`config.mk`:
```
export PLATFORM = sky130hd
export DESIGN_NAME = map_sunsoft_gen
export DESIGN_NICKNAME = d
export VERILOG_FILES = /design/src/rtl/map_sunsoft_gen.sv
export SDC_FILE = /design/constraint.sdc
export NUM_CORES = 1
export LEC_CHECK = 0
export CAP_MARGIN = 10
export CORE_MARGIN = 1
export CORE_UTILIZATION = 53
export CTS_BUF_LIST = sky130_fd_sc_hd__clkbuf_8 sky130_fd_sc_hd__clkbuf_16
export CTS_CLUSTER_DIAMETER = 200
export DETAILED_ROUTE_END_ITERATION = 10
export PLACE_DENSITY = 0.79
export SLEW_MARGIN = 20
export SYNTH_ARGS = -nofsm -noshare
export SYNTH_HDL_FRONTEND = slang
export SYNTH_SLANG_ARGS = --single-unit
```
`constraint.sdc`:
```
create_clock -name clk -period 2.7 [get_ports clk]
set_input_delay 0.27 -clock clk [delete_from_list [all_inputs] [get_ports clk]]
set_output_delay 0.27 -clock clk [all_outputs]
set_load 0.02 [all_outputs]
```
`src/rtl/map_sunsoft_gen.sv`:
```
// Sunsoft-4-class NES mapper core: banked PRG/CHR, CHR-ROM nametables and a CPU-cycle IRQ counter.
// Runs on the fast system clock; CPU writes commit on the falling edge of the synchronised m2.
module map_sunsoft_gen #(
   parameter int unsigned CHR_WIN = 4,
   parameter int unsigned CHR_AW  = 18,
   parameter int unsigned PRG_AW  = 18,
   parameter bit          NT_ROM  = 1'b1,
   parameter bit          IRQ_EN  = 1'b1,
   parameter logic [7:0]  MAP_IDX = 8'd68
) (
   input  logic              clk,
   input  logic              rst_n,
   input  logic              m2,
   input  logic [14:0]       cpu_addr,
   input  logic [7:0]        cpu_dat,
   input  logic              cpu_rw,
   input  logic              rom_sel_n,
   input  logic [13:0]       ppu_addr,
   output logic [PRG_AW-1:0] prg_addr,
   output logic [CHR_AW-1:0] chr_addr,
   output logic              ciram_a10,
   output logic              ciram_ce,
   output logic              irq_n,
   input  logic              ss_act,
   input  logic              ss_we,
   input  logic [7:0]        ss_addr,
   output logic [7:0]        ss_rdat
);

   localparam int unsigned CW      = CHR_AW - 10;
   localparam int unsigned NW      = CHR_AW - 11;
   localparam int unsigned PW      = PRG_AW - 14;
   localparam int unsigned IW      = (CHR_WIN == 8) ? 3 : 2;
   localparam logic [7:0]  NUM_WIN = 8'(CHR_WIN);

   logic          m2_s1_q, m2_s2_q, m2_s3_q, m2_fall;
   logic [14:0]   addr_q;
   logic [7:0]    dat_q;
   logic          rw_q, rom_sel_n_q, cpu_wr;
   logic [CW-1:0] chr_q [CHR_WIN];
   logic [CW-1:0] chr_d [CHR_WIN];
   logic [NW-1:0] nt_q [2];
   logic [NW-1:0] nt_d [2];
   logic [PW-1:0] prg_q, prg_d;
   logic [1:0]    ctrl_q, ctrl_d;
   logic [15:0]   cnt_q, cnt_d;
   logic          cnt_en_q, cnt_en_d, irq_en_q, irq_en_d, pend_q, pend_d;
   logic [IW-1:0] ridx;
   logic          nt_area;
   logic          unused_bits;

   assign m2_fall     = m2_s3_q & ~m2_s2_q;
   assign cpu_wr      = ~rom_sel_n_q & ~rw_q;
   assign unused_bits = ^{addr_q[11:2], dat_q};

   // Bus is captured continuously while m2 is high so it is stable when the fall commits it.
   always_ff @(posedge clk or negedge rst_n) begin
      if (!rst_n) begin
         m2_s1_q     <= 1'b0;
         m2_s2_q     <= 1'b0;
         m2_s3_q     <= 1'b0;
         addr_q      <= '0;
         dat_q       <= '0;
         rw_q        <= 1'b0;
         rom_sel_n_q <= 1'b0;
      end else begin
         m2_s1_q <= m2;
         m2_s2_q <= m2_s1_q;
         m2_s3_q <= m2_s2_q;
         if (m2_s2_q) begin
            addr_q      <= cpu_addr;
            dat_q       <= cpu_dat;
            rw_q        <= cpu_rw;
            rom_sel_n_q <= rom_sel_n;
         end
      end
   end

   always_ff @(posedge clk or negedge rst_n) begin
      if (!rst_n) begin
         for (int i = 0; i < int'(CHR_WIN); i++) chr_q[i] <= '0;
         nt_q[0]  <= '0;
         nt_q[1]  <= '0;
         prg_q    <= '0;
         ctrl_q   <= '0;
         cnt_q    <= '0;
         cnt_en_q <= 1'b0;
         irq_en_q <= 1'b0;
         pend_q   <= 1'b0;
      end else begin
         chr_q    <= chr_d;
         nt_q     <= nt_d;
         prg_q    <= prg_d;
         ctrl_q   <= ctrl_d;
         cnt_q    <= cnt_d;
         cnt_en_q <= cnt_en_d;
         irq_en_q <= irq_en_d;
         pend_q   <= pend_d;
      end
   end

   // Decrement first, then let a same-edge register write override the affected field.
   always_comb begin
      chr_d    = chr_q;
      nt_d     = nt_q;
      prg_d    = prg_q;
      ctrl_d   = ctrl_q;
      cnt_d    = cnt_q;
      cnt_en_d = cnt_en_q;
      irq_en_d = irq_en_q;
      pend_d   = pend_q;
      if (m2_fall) begin
         if (!ss_act && cnt_en_q) begin
            cnt_d = cnt_q - 16'd1;
            if (cnt_q == 16'h0000 && irq_en_q) pend_d = 1'b1;
         end
         if (ss_act) begin
            if (ss_we) begin
               if (ss_addr < NUM_WIN) begin
                  chr_d[ss_addr[IW-1:0]] = dat_q[CW-1:0];
               end else begin
                  case (ss_addr)
                     8'd8:  nt_d[0]   = dat_q[NW-1:0];
                     8'd9:  nt_d[1]   = dat_q[NW-1:0];
                     8'd10: prg_d     = dat_q[PW-1:0];
                     8'd11: ctrl_d    = {NT_ROM & dat_q[1], dat_q[0]};
                     8'd12: cnt_d[7:0]  = dat_q;
                     8'd13: cnt_d[15:8] = dat_q;
                     8'd14: begin
                        pend_d   = dat_q[2];
                        cnt_en_d = dat_q[1];
                        irq_en_d = dat_q[0];
                     end
                     default: ;
                  endcase
               end
            end
         end else if (cpu_wr) begin
            case (addr_q[14:12])
               3'd0, 3'd1, 3'd2, 3'd3: chr_d[addr_q[13 -: IW]] = dat_q[CW-1:0];
               3'd4: nt_d[0] = dat_q[NW-1:0];
               3'd5: nt_d[1] = dat_q[NW-1:0];
               3'd6: begin
                  case (addr_q[1:0])
                     2'd0: ctrl_d      = {NT_ROM & dat_q[4], dat_q[0]};
                     2'd1: cnt_d[7:0]  = dat_q;
                     2'd2: cnt_d[15:8] = dat_q;
                     default: begin
                        cnt_en_d = dat_q[1];
                        irq_en_d = dat_q[0];
                        pend_d   = 1'b0;
                     end
                  endcase
               end
               default: prg_d = dat_q[PW-1:0];
            endcase
         end
      end
      if (!IRQ_EN) begin
         cnt_d    = '0;
         cnt_en_d = 1'b0;
         irq_en_d = 1'b0;
         pend_d   = 1'b0;
      end
   end

   assign prg_addr  = {cpu_addr[14] ? {PW{1'b1}} : prg_q, cpu_addr[13:0]};
   assign nt_area   = ppu_addr[13] & ~ppu_addr[12] & ctrl_q[1];
   assign ciram_a10 = ctrl_q[0] ? ppu_addr[11] : ppu_addr[10];
   assign ciram_ce  = nt_area | ~ppu_addr[13];
   assign ridx      = ppu_addr[12 -: IW];
   assign irq_n     = ~pend_q;

   always_comb begin
      if (nt_area) chr_addr = {1'b1, nt_q[ciram_a10], ppu_addr[9:0]};
      else if (CHR_WIN == 8) chr_addr = {chr_q[ridx], ppu_addr[9:0]};
      else chr_addr = {chr_q[ridx][CW-2:0], ppu_addr[10:0]};
   end

   always_comb begin
      ss_rdat = 8'hFF;
      if (ss_addr < NUM_WIN) begin
         ss_rdat = '0;
         ss_rdat[CW-1:0] = chr_q[ss_addr[IW-1:0]];
      end else begin
         case (ss_addr)
            8'd8:   begin ss_rdat = '0; ss_rdat[NW-1:0] = nt_q[0]; end
            8'd9:   begin ss_rdat = '0; ss_rdat[NW-1:0] = nt_q[1]; end
            8'd10:  begin ss_rdat = '0; ss_rdat[PW-1:0] = prg_q; end
            8'd11:  ss_rdat = {6'd0, ctrl_q};
            8'd12:  ss_rdat = cnt_q[7:0];
            8'd13:  ss_rdat = cnt_q[15:8];
            8'd14:  ss_rdat = {5'd0, pend_q, cnt_en_q, irq_en_q};
            8'd127: ss_rdat = MAP_IDX;
            default: ;
         endcase
      end
   end

endmodule

```
==> results of run 1 <==
==> worst max-delay path by stage <==
stage | to | slack, ps | cells past startpoint
detailed placement | ss_rdat[3] | -160 | 5
global placement | ss_rdat[3] | -130 | 5
floorplan | cnt_q[8]$_DFFE_PN0P_ | 460 | 6
CTS | ss_rdat[3] | 130 | 5
global route | ss_rdat[3] | 20 | 5
finish | ss_rdat[3] | 70 | 5
==> through the flow <==
stage               util, %  instance area, um2  hold slack (ps)
floorplan                 -                5260            -25.6
global placement       64.3                6050              336
detailed placement     64.3                6050              335
CTS                    66.2                6230              321
global route           66.2                6230              331
finish                 66.2                6230              334
==> per-layer routing <==
metal | global-route usage, % | up-vias | wire, um
li1 | - | 1915 | -
met1 | 39.6 | 2107 | 5740
met2 | 45.7 | 193 | 6500
met3 | 3.31 | 34 | 910
met4 | 13.0 | 0 | 419
met5 | 0 | - | 0
==> worst max-delay path, cell delays in order <==
cell	delay [ps]
clkdlybuf4s50_1	430
or3_1	490
or4_1	530
a31oi_1	260
dlygate4sd2_1	370
==> power by group through the flow <==
stage / registers [mW] / clock network (mW) / logic [mW]
floorplan: 1.58 / 0 / 0.442
global placement: 1.63 / 0 / 0.609
detailed placement: 1.65 / 0 / 0.622
CTS: 1.62 / 0.885 / 0.623
global route: 1.64 / 0.928 / 0.669
finish: 1.62 / 0.863 / 0.621
==> synthesized netlist by cell type, drive strengths merged (4+ instances only) <==
library cell,count,share of area (%)
or4,7,1.1
nand3b,5,0.71
dfrtp,89,42
nand4,4,0.48
or3,8,1.0
buf,30,4.3
mux4,17,7.3
nor2,22,1.7
nor2b,5,0.60
nand3,27,2.6
inv,10,0.71
a22oi,5,0.71
nand2b,4,0.48
mux2,69,15
nor4,9,1.1
a21oi,17,1.8
nand2,42,3.0
mux2i,16,3.0
o21a,4,0.57
o211ai,10,1.4
clkbuf,22,1.6
nor3,7,0.67
or2,4,0.48
o21ai,23,2.2
==> cell type report <==
class / count / area [um2] / area share, %
inverter: 10 / 37.5 / 0.602
clock inverter: 6 / 43.8 / 0.703
clock buffer: 10 / 138 / 2.21
sequential: 89 / 2230 / 35.7
timing repair buffer: 102 / 951 / 15.3
multi-input combinational: 336 / 2670 / 42.9
tap: 129 / 161 / 2.59
==> flip-flops by register name, indices dropped and copies added, names as in the netlist <==
name and cells:
m2_s2_q 1, nt_q 14, rw_q 1, cnt_q 16, pend_q 1, rom_sel_n_q 1
addr_q 5, chr_q 32, m2_s3_q 1, cnt_en_q 1, ctrl_q 2, irq_en_q 1
prg_q 4, dat_q 8, m2_s1_q 1
==> cell usage in the layout (no fill, tap or decap), drive strengths merged, types with 3 or more instances in the layout <==
master and count:
o211ai 10, or4 7, clkbuf 10, mux4 17, or2 4, clkdlybuf4s50 49
nand3 27, nand2b 4, a2bb2oi 3, mux2 69, nand2 42, dlygate4sd2 8
dfrtp 89, or4b 3, nand3b 5, inv 10, or3 8, o21a 4
a22oi 5, o21ai 23, buf 44, a31oi 3, nor4 9, nor3 7
nor2b 5, clkinvlp 4, nor2 22, a21oi 17, nand4 4, mux2i 16
==> cell families (layout without fill, tap and decap cells) <==
kind of cell / count (synthesis) / in the layout / synth area share, %
DFF: 89 / 89 / 42.4
buffers and inverters: 63 / 128 / 6.74
AOI/OAI and AO/OA: 79 / 79 / 9.98
muxes: 102 / 102 / 25.1
and+or+nand+nor: 154 / 154 / 15.5
adders and majority gates: 1 / 1 / 0.238
==> timing repair <==
item	CTS	global route
setup endpoints to repair	8	0
hold endpoints to repair	89	0
resized for setup	8	0
hold buffers	1	0
setup buffers	0	0
==> flow_summary.json, run 1 <==
{
  "layout_setup_ws_ps": 69.2,
  "crit_type": "in2out",
  "nNetsFinal": 601,
  "remaining_drc_errors": 0,
  "tns_ps": 0,
  "synth_area_mm2": 0.00526,
  "diodes": 0,
  "ff2ff_path_depth": 4,
  "final.setup_skew_ps": 12.0,
  "hold_viol": 0,
  "drtIter0Drc": 297,
  "timing.rr.start": "cnt_q[4]$_DFFE_PN0P_",
  "synth_edf_count": 0,
  "path_clk_slew_ps": 90,
  "p_total_mw": 3.11,
  "async_reset_ff_share_pct": 100,
  "instances_no_fill": 682,
  "fin_crit_sh_pct": 97.4,
  "cp.arrival_ps": 2360,
  "critPathCaptureType": "output port",
  "r2r-end": "cnt_q[8]$_DFFE_PN0P_",
  "dp_hpwl_um": 9840,
  "cts_buffers": 9,
  "gr-total-overflow": 0,
  "yosysUniqueCellTypes": 55,
  "root_buffer": "clkbuf_8",
  "maxCapViolations": 0,
  "gp_congestion": 0.929,
  "vias": 4249,
  "finalSetupViolations": 0,
  "grt_first_pass_wirelength_um": 22100,
  "p_switching_mw": 0.926,
  "drv_slew": 0,
  "grt_max_degree": 90,
  "powerDensity_mw_per_mm2": 498,
  "cts_tree": "yes",
  "grt_pass1_vias": 4167,
  "die_h_um": 102,
  "synth_cells": 488,
  "swShare_pct": 29.8,
  "grt_use_total_pct": 28.7,
  "avgSynthCellArea_um2": 10.8,
  "rsz0062_at_grt": "false",
  "min_path_cells": 1,
  "syn_to_final_growth_pct": 18.6,
  "min_to": "m2_s1_q$_DFF_PN0_",
  "hp-start": "m2",
  "drive_gt1_share_pct": 29.7,
  "rrSetupSlack_ps": 370,
  "hold_class": "in2reg",
  "critical_path.startpoint": "ss_addr[6]",
  "ys_warn_count": 0,
  "syn_nets": 541,
  "period_needed_ps": 2630,
  "clkPwrFrac_pct": 27.8,
  "crit_required_ps": 2430,
  "vdd_ir_drop_max_mv": 0.327,
  "die_area_mm2": 0.0103,
  "core_mm2": 0.00942,
  "rows": 35,
  "status": "finished clean",
  "ys_seq_area_share_pct": 42.4,
  "start_util_pct": 55.8,
  "clkLatencyLatePin_ps": 370,
  "fmax_mhz": 380,
  "ys.flop_type": "dfrtp_1",
  "wl_per_cell_um": 19.9,
  "startpoint_type": "primary input",
  "seqPwrFrac_pct": 52.2,
  "crit_fanout": 5,
  "die_w_um": 102,
  "ant_nets": 0,
  "via_per_inst": 6.23,
  "cts.sinks": 89,
  "finalWirelength_um": 13600,
  "ys_ff_latch": 89,
  "cts_max_level": 3,
  "grt_antenna_before_repair": 0,
  "p_comb_share_pct": 20.0,
  "place_ws_ps": -157,
  "leakage_nw": 2.62,
  "portBuffers": 58,
  "worstMarginPinSlew_ps": 881,
  "relSlewSlack_pct": 41.0,
  "fill_cells": 711,
  "dpl.cell_count": 665,
  "io_pins": 99,
  "internal-power_mw": 2.18,
  "cts.path.max_buffers": 2,
  "first_pass_iters": 5
}
Note: power is estimated with default switching activity, not from simulation.
==> run 2: changes to the inputs <==
==> constraint.sdc (replaced) <==
create_clock -name clk -period 2.7 [get_ports clk]
set_input_delay 0.405 -clock clk [delete_from_list [all_inputs] [get_ports clk]]
set_output_delay 0.405 -clock clk [all_outputs]
set_load 0.02 [all_outputs]
==> flow_summary.json, run 2 (synthesis gave the netlist of run 1 again) <==
{
  "status": "finished clean",
  "drive_gt1_share_pct": 34.0,
  "diodes": 0,
  "relSlewSlack_pct": 42.5,
  "drtIter0Drc": 329,
  "path_clk_slew_ps": 90,
  "powerDensity_mw_per_mm2": 517,
  "crit_family": "simple AND/OR/NAND/NOR gates",
  "dpl.cell_count": 677,
  "root_buffer": "clkbuf_8",
  "crit_fanout": 9,
  "via_per_inst": 6.29,
  "io_pins": 99,
  "critPathMaxStageDelay_ps": 550,
  "layout_commonest_cell": "dfrtp_1",
  "maxCapViolations": 0,
  "nNetsFinal": 615,
  "grt_pass1_vias": 4341,
  "fill_cells": 706,
  "vdd_ir_drop_max_mv": 0.327,
  "grt_first_pass_wirelength_um": 23000,
  "grt_antenna_before_repair": 0,
  "startpoint_type": "primary input",
  "final_cell_mix": "dfrtp_1, mux2_2, buf_4",
  "leakage_nw": 2.80,
  "worstMarginPinSlew_ps": 859,
  "cp.arrival_ps": 2260,
  "gr-total-overflow": 0,
  "largest_reg_flops": 32,
  "hold_class": "reg2reg",
  "die_area_mm2": 0.0103,
  "cts.sinks": 89,
  "cts_buffers": 9,
  "fin_crit_sh_pct": 98.7,
  "multiInputGateArea_mm2": 0.00271,
  "p_total_mw": 3.32,
  "path_cells": "clkdlybuf4s50_1 > or4_4 > or3_1 > buf_6 > o22a_1 > buf_2",
  "core_mm2": 0.00942,
  "instances_no_fill": 696,
  "vias": 4375,
  "final.setup_skew_ps": 12.2,
  "fin_hold_ws_ps": 363,
  "rows": 35,
  "dp_hpwl_um": 10300,
  "grt_use_total_pct": 30.2,
  "clkLatencyLatePin_ps": 380,
  "ff_latch_area_mm2": 0.00223,
  "remaining_drc_errors": 0,
  "place_ws_ps": -433,
  "cts.path.max_buffers": 2,
  "crit_type": "in2out",
  "fmax_mhz": 375,
  "cts_tree": "yes",
  "reg_top3": "chr_q: 32 flops, cnt_q: 16 flops, nt_q: 14 flops",
  "layout_setup_ws_ps": 35.9,
  "syn_to_final_growth_pct": 22.0,
  "ant_nets": 0,
  "critPathCaptureType": "output port",
  "portBuffers": 58,
  "crit_buf_inv": 3,
  "crit_required_ps": 2300,
  "hold_viol": 0,
  "die_w_um": 102,
  "start_util_pct": 55.8,
  "drv_slew": 0,
  "cts_max_level": 3,
  "first_pass_iters": 5,
  "grt_max_degree": 55,
  "gp_congestion": 0.971,
  "period_needed_ps": 2660,
  "regMostFlops": "chr_q",
  "finalSetupViolations": 0,
  "die_h_um": 102,
  "finalWirelength_um": 14400,
  "worst_path_max_delay_cell": "or4_4",
  "wl_per_cell_um": 20.6
}
==> run 2: cell types whose count changed in the layout (fill, tap and decap cells not counted), sizes merged <==
cell / delta
clkinvlp: -3
dlymetal6s2s: +4
clkdlybuf4s50: -8
inv: +2
bufinv: +2
buf: +22
clkbuf: -1
dlygate4sd2: -4
==> run 2: metrics by stage <==
step,area [um2],setup TNS (ps),util [%]
6_report,6410,0,68.1
5_1_grt,6410,-3.66,68.1
4_1_cts,6360,0,67.5
3_5_place_dp,6150,-14560,65.4
3_3_place_gp,6150,-11460,65.4
2_1_floorplan,5260,0,-
==> run 2: worst paths after layout <==
check                      depth (start not counted)  slack, ps                 start                    to
hold / removal                                     0        360     m2_s1_q$_DFF_PN0_     m2_s2_q$_DFF_PN0_
min in group asynchronous                          2        520                 rst_n     m2_s1_q$_DFF_PN0_
setup / recovery                                   6         40            ss_addr[7]            ss_rdat[6]
setup reg to reg                                   4        340  cnt_q[2]$_DFFE_PN0P_  cnt_q[8]$_DFFE_PN0P_
hold reg to reg                                    0        360     m2_s1_q$_DFF_PN0_     m2_s2_q$_DFF_PN0_
max in group asynchronous                          3       1520                 rst_n  dat_q[6]$_DFFE_PN0P_
==> run 2: layout make-up <==
class / instances / area share (%)
Multi-Input combinational cell: 336 / 42.3
Sequential cell: 89 / 34.7
Timing Repair Buffer: 116 / 16.4
Tap cell: 129 / 2.52
Clock buffer: 9 / 1.93
Clock inverter: 7 / 1.58
Inverter: 10 / 0.585
==> run 2: power by group <==
group	leakage [nW]	total, mW	switching (mW)	internal (mW)
clock network	0.112	1.06	0.531	0.531
logic	1.56	0.627	0.277	0.350
registers	1.13	1.63	0.157	1.47
==> run 2: metal layers <==
metal	up-vias	track usage, %	part of all wire (%)
met2	198	48.4	48
met5	-	0	0
met3	40	5.94	7.2
met4	0	13.3	3.5
li1	1936	-	-
met1	2201	40.1	42
==> run 2: repair_timing <==
action	CTS	global route
endpoints found under the hold margin	29	0
gates resized for setup	41	10
hold buffers	1	0
cloned	0	0
setup endpoints to repair	12	15
setup buffers	0	2
==> run 3: changes to the inputs <==
Settings changed: CORE_UTILIZATION 53 to 37, PLACE_DENSITY 0.79 to 0.58.
==> flow_summary.json, run 3 (synthesis gave the netlist of run 1 again) <==
{
  "regMostFlops": "chr_q",
  "ant_nets": 0,
  "remaining_drc_errors": 0,
  "core_mm2": 0.0139,
  "crit_type": "in2out",
  "period_needed_ps": 2680,
  "place_ws_ps": -504,
  "fmax_mhz": 373,
  "first_pass_iters": 4,
  "vias": 4252,
  "path_cells": "clkdlybuf4s50_1 > or3_4 > or4_1 > a31oi_2 > buf_2",
  "startpoint_type": "primary input",
  "drive_gt1_share_pct": 34.0,
  "dp_hpwl_um": 10900,
  "drtIter0Drc": 281,
  "cts_tree": "yes",
  "via_per_inst": 5.71,
  "grt_pass1_vias": 4201,
  "leakage_nw": 2.80,
  "final.setup_skew_ps": 6.99,
  "final_cell_mix": "dfrtp_1, mux2_2, buf_4",
  "grt_antenna_before_repair": 0,
  "grt_first_pass_wirelength_um": 23600,
  "nNetsFinal": 613,
  "drv_slew": 0,
  "ctsHoldBuffers": 0,
  "largest_reg_flops": 32,
  "cts_max_level": 3,
  "die_h_um": 121,
  "worstMarginPinSlew_ps": 867,
  "grt_max_degree": 48,
  "syn_to_final_growth_pct": 24.1,
  "root_buffer": "clkbuf_16",
  "hold_class": "in2async",
  "rows": 43,
  "layout_setup_ws_ps": 16.4,
  "layout_commonest_cell": "dfrtp_1",
  "cp.arrival_ps": 2280,
  "critPathCaptureType": "output port",
  "status": "finished clean",
  "finalSetupViolations": 0,
  "crit_required_ps": 2300,
  "die_area_mm2": 0.0147,
  "cts.path.max_buffers": 2,
  "post_cts_buffers": 0,
  "powerDensity_mw_per_mm2": 528,
  "io_pins": 99,
  "diodes": 0,
  "gp_congestion": 0.931,
  "wl_per_cell_um": 19.9,
  "path_clk_slew_ps": 70,
  "cts_buffers": 9,
  "vdd_ir_drop_max_mv": 0.245,
  "rsz0062_at_grt": "false",
  "hold_viol": 0,
  "clkLatencyLatePin_ps": 350,
  "finalWirelength_um": 14800,
  "start_util_pct": 37.9,
  "crit_fanout": 5,
  "maxCapViolations": 0,
  "worst_path_max_delay_cell": "or4_1",
  "critPathMaxStageDelay_ps": 530,
  "tns_ps": 0,
  "die_w_um": 121,
  "gr-total-overflow": 0,
  "cts.sinks": 89,
  "reg_top3": "chr_q: 32 flops, cnt_q: 16 flops, nt_q: 14 flops",
  "relSlewSlack_pct": 42.0,
  "grt_use_total_pct": 21.7,
  "fin_crit_sh_pct": 99.4,
  "portBuffers": 58
}
## run 3: critical path, delay by kind of cell
kind / cells / cell delay (ps)
AOI/OAI and AO/OA: 1 / 280
and+or+nand+nor: 2 / 950
buffers and inverters: 2 / 650
## run 3: path summary, 6_finish.rpt
path,from,end,slack [ps],cells past startpoint
setup / recovery,ss_addr[5],ss_rdat[3],20,5
hold / removal,rst_n,chr_q[20]$_DFFE_PN0P_,70,1
setup reg to reg,cnt_q[4]$_DFFE_PN0P_,cnt_q[8]$_DFFE_PN0P_,340,4
hold reg to reg,m2_s1_q$_DFF_PN0_,m2_s2_q$_DFF_PN0_,350,0
max in group asynchronous,rst_n,dat_q[7]$_DFFE_PN0P_,1950,2
min in group clk,m2_s1_q$_DFF_PN0_,m2_s2_q$_DFF_PN0_,350,0
## run 3: power by group
| part | switching (mW) | internal (mW) |
|---|---|---|
| Combinational | 0.286 | 0.349 |
| Clock | 0.559 | 0.624 |
| Sequential | 0.152 | 1.47 |
## run 3: per-layer routing
metal  wire length [um]  share of wire, %  vias to the layer above  track usage, %
met2               6930                47                      160            34.1
met4                373               2.5                        0            8.95
met3                793               5.3                       31            3.67
li1                   -                 -                     1933               -
met5                  0                 0                        -               0
met1               6750                45                     2128            29.6
## run 3: area by class of cell
class | instances | area [um2]
clock buffer | 9 | 225
clock inverter | 7 | 47.5
fill | 1303 | 7360
inverter | 10 | 37.5
multi-input combinational | 336 | 2710
sequential | 89 | 2230
tap | 180 | 225
timing repair buffer | 114 | 1050
## run 3: what timing repair did
| action | 4_1_cts | 5_1_grt |
|---|---|---|
| endpoints found under the hold margin | 0 | 0 |
| endpoints found under the setup margin | 14 | 32 |
| resized for setup | 43 | 7 |
| pin swaps | 0 | 2 |
## run 3: through the flow
| step | hold slack, ps | power, mW | cells | area [um2] | util, % |
|---|---|---|---|---|---|
| after global placement | 334 | 2.27 | 729 | 6250 | 45.0 |
| after detailed placement | 337 | 2.29 | 729 | 6250 | 45.0 |
| final | 71.0 | 3.44 | 745 | 6520 | 47.0 |
| after floorplan | 109 | 2.02 | 488 | 5260 | - |
| after CTS | 94.2 | 3.47 | 745 | 6500 | 46.8 |
| after global routing | 118 | 3.59 | 745 | 6520 | 47.0 |
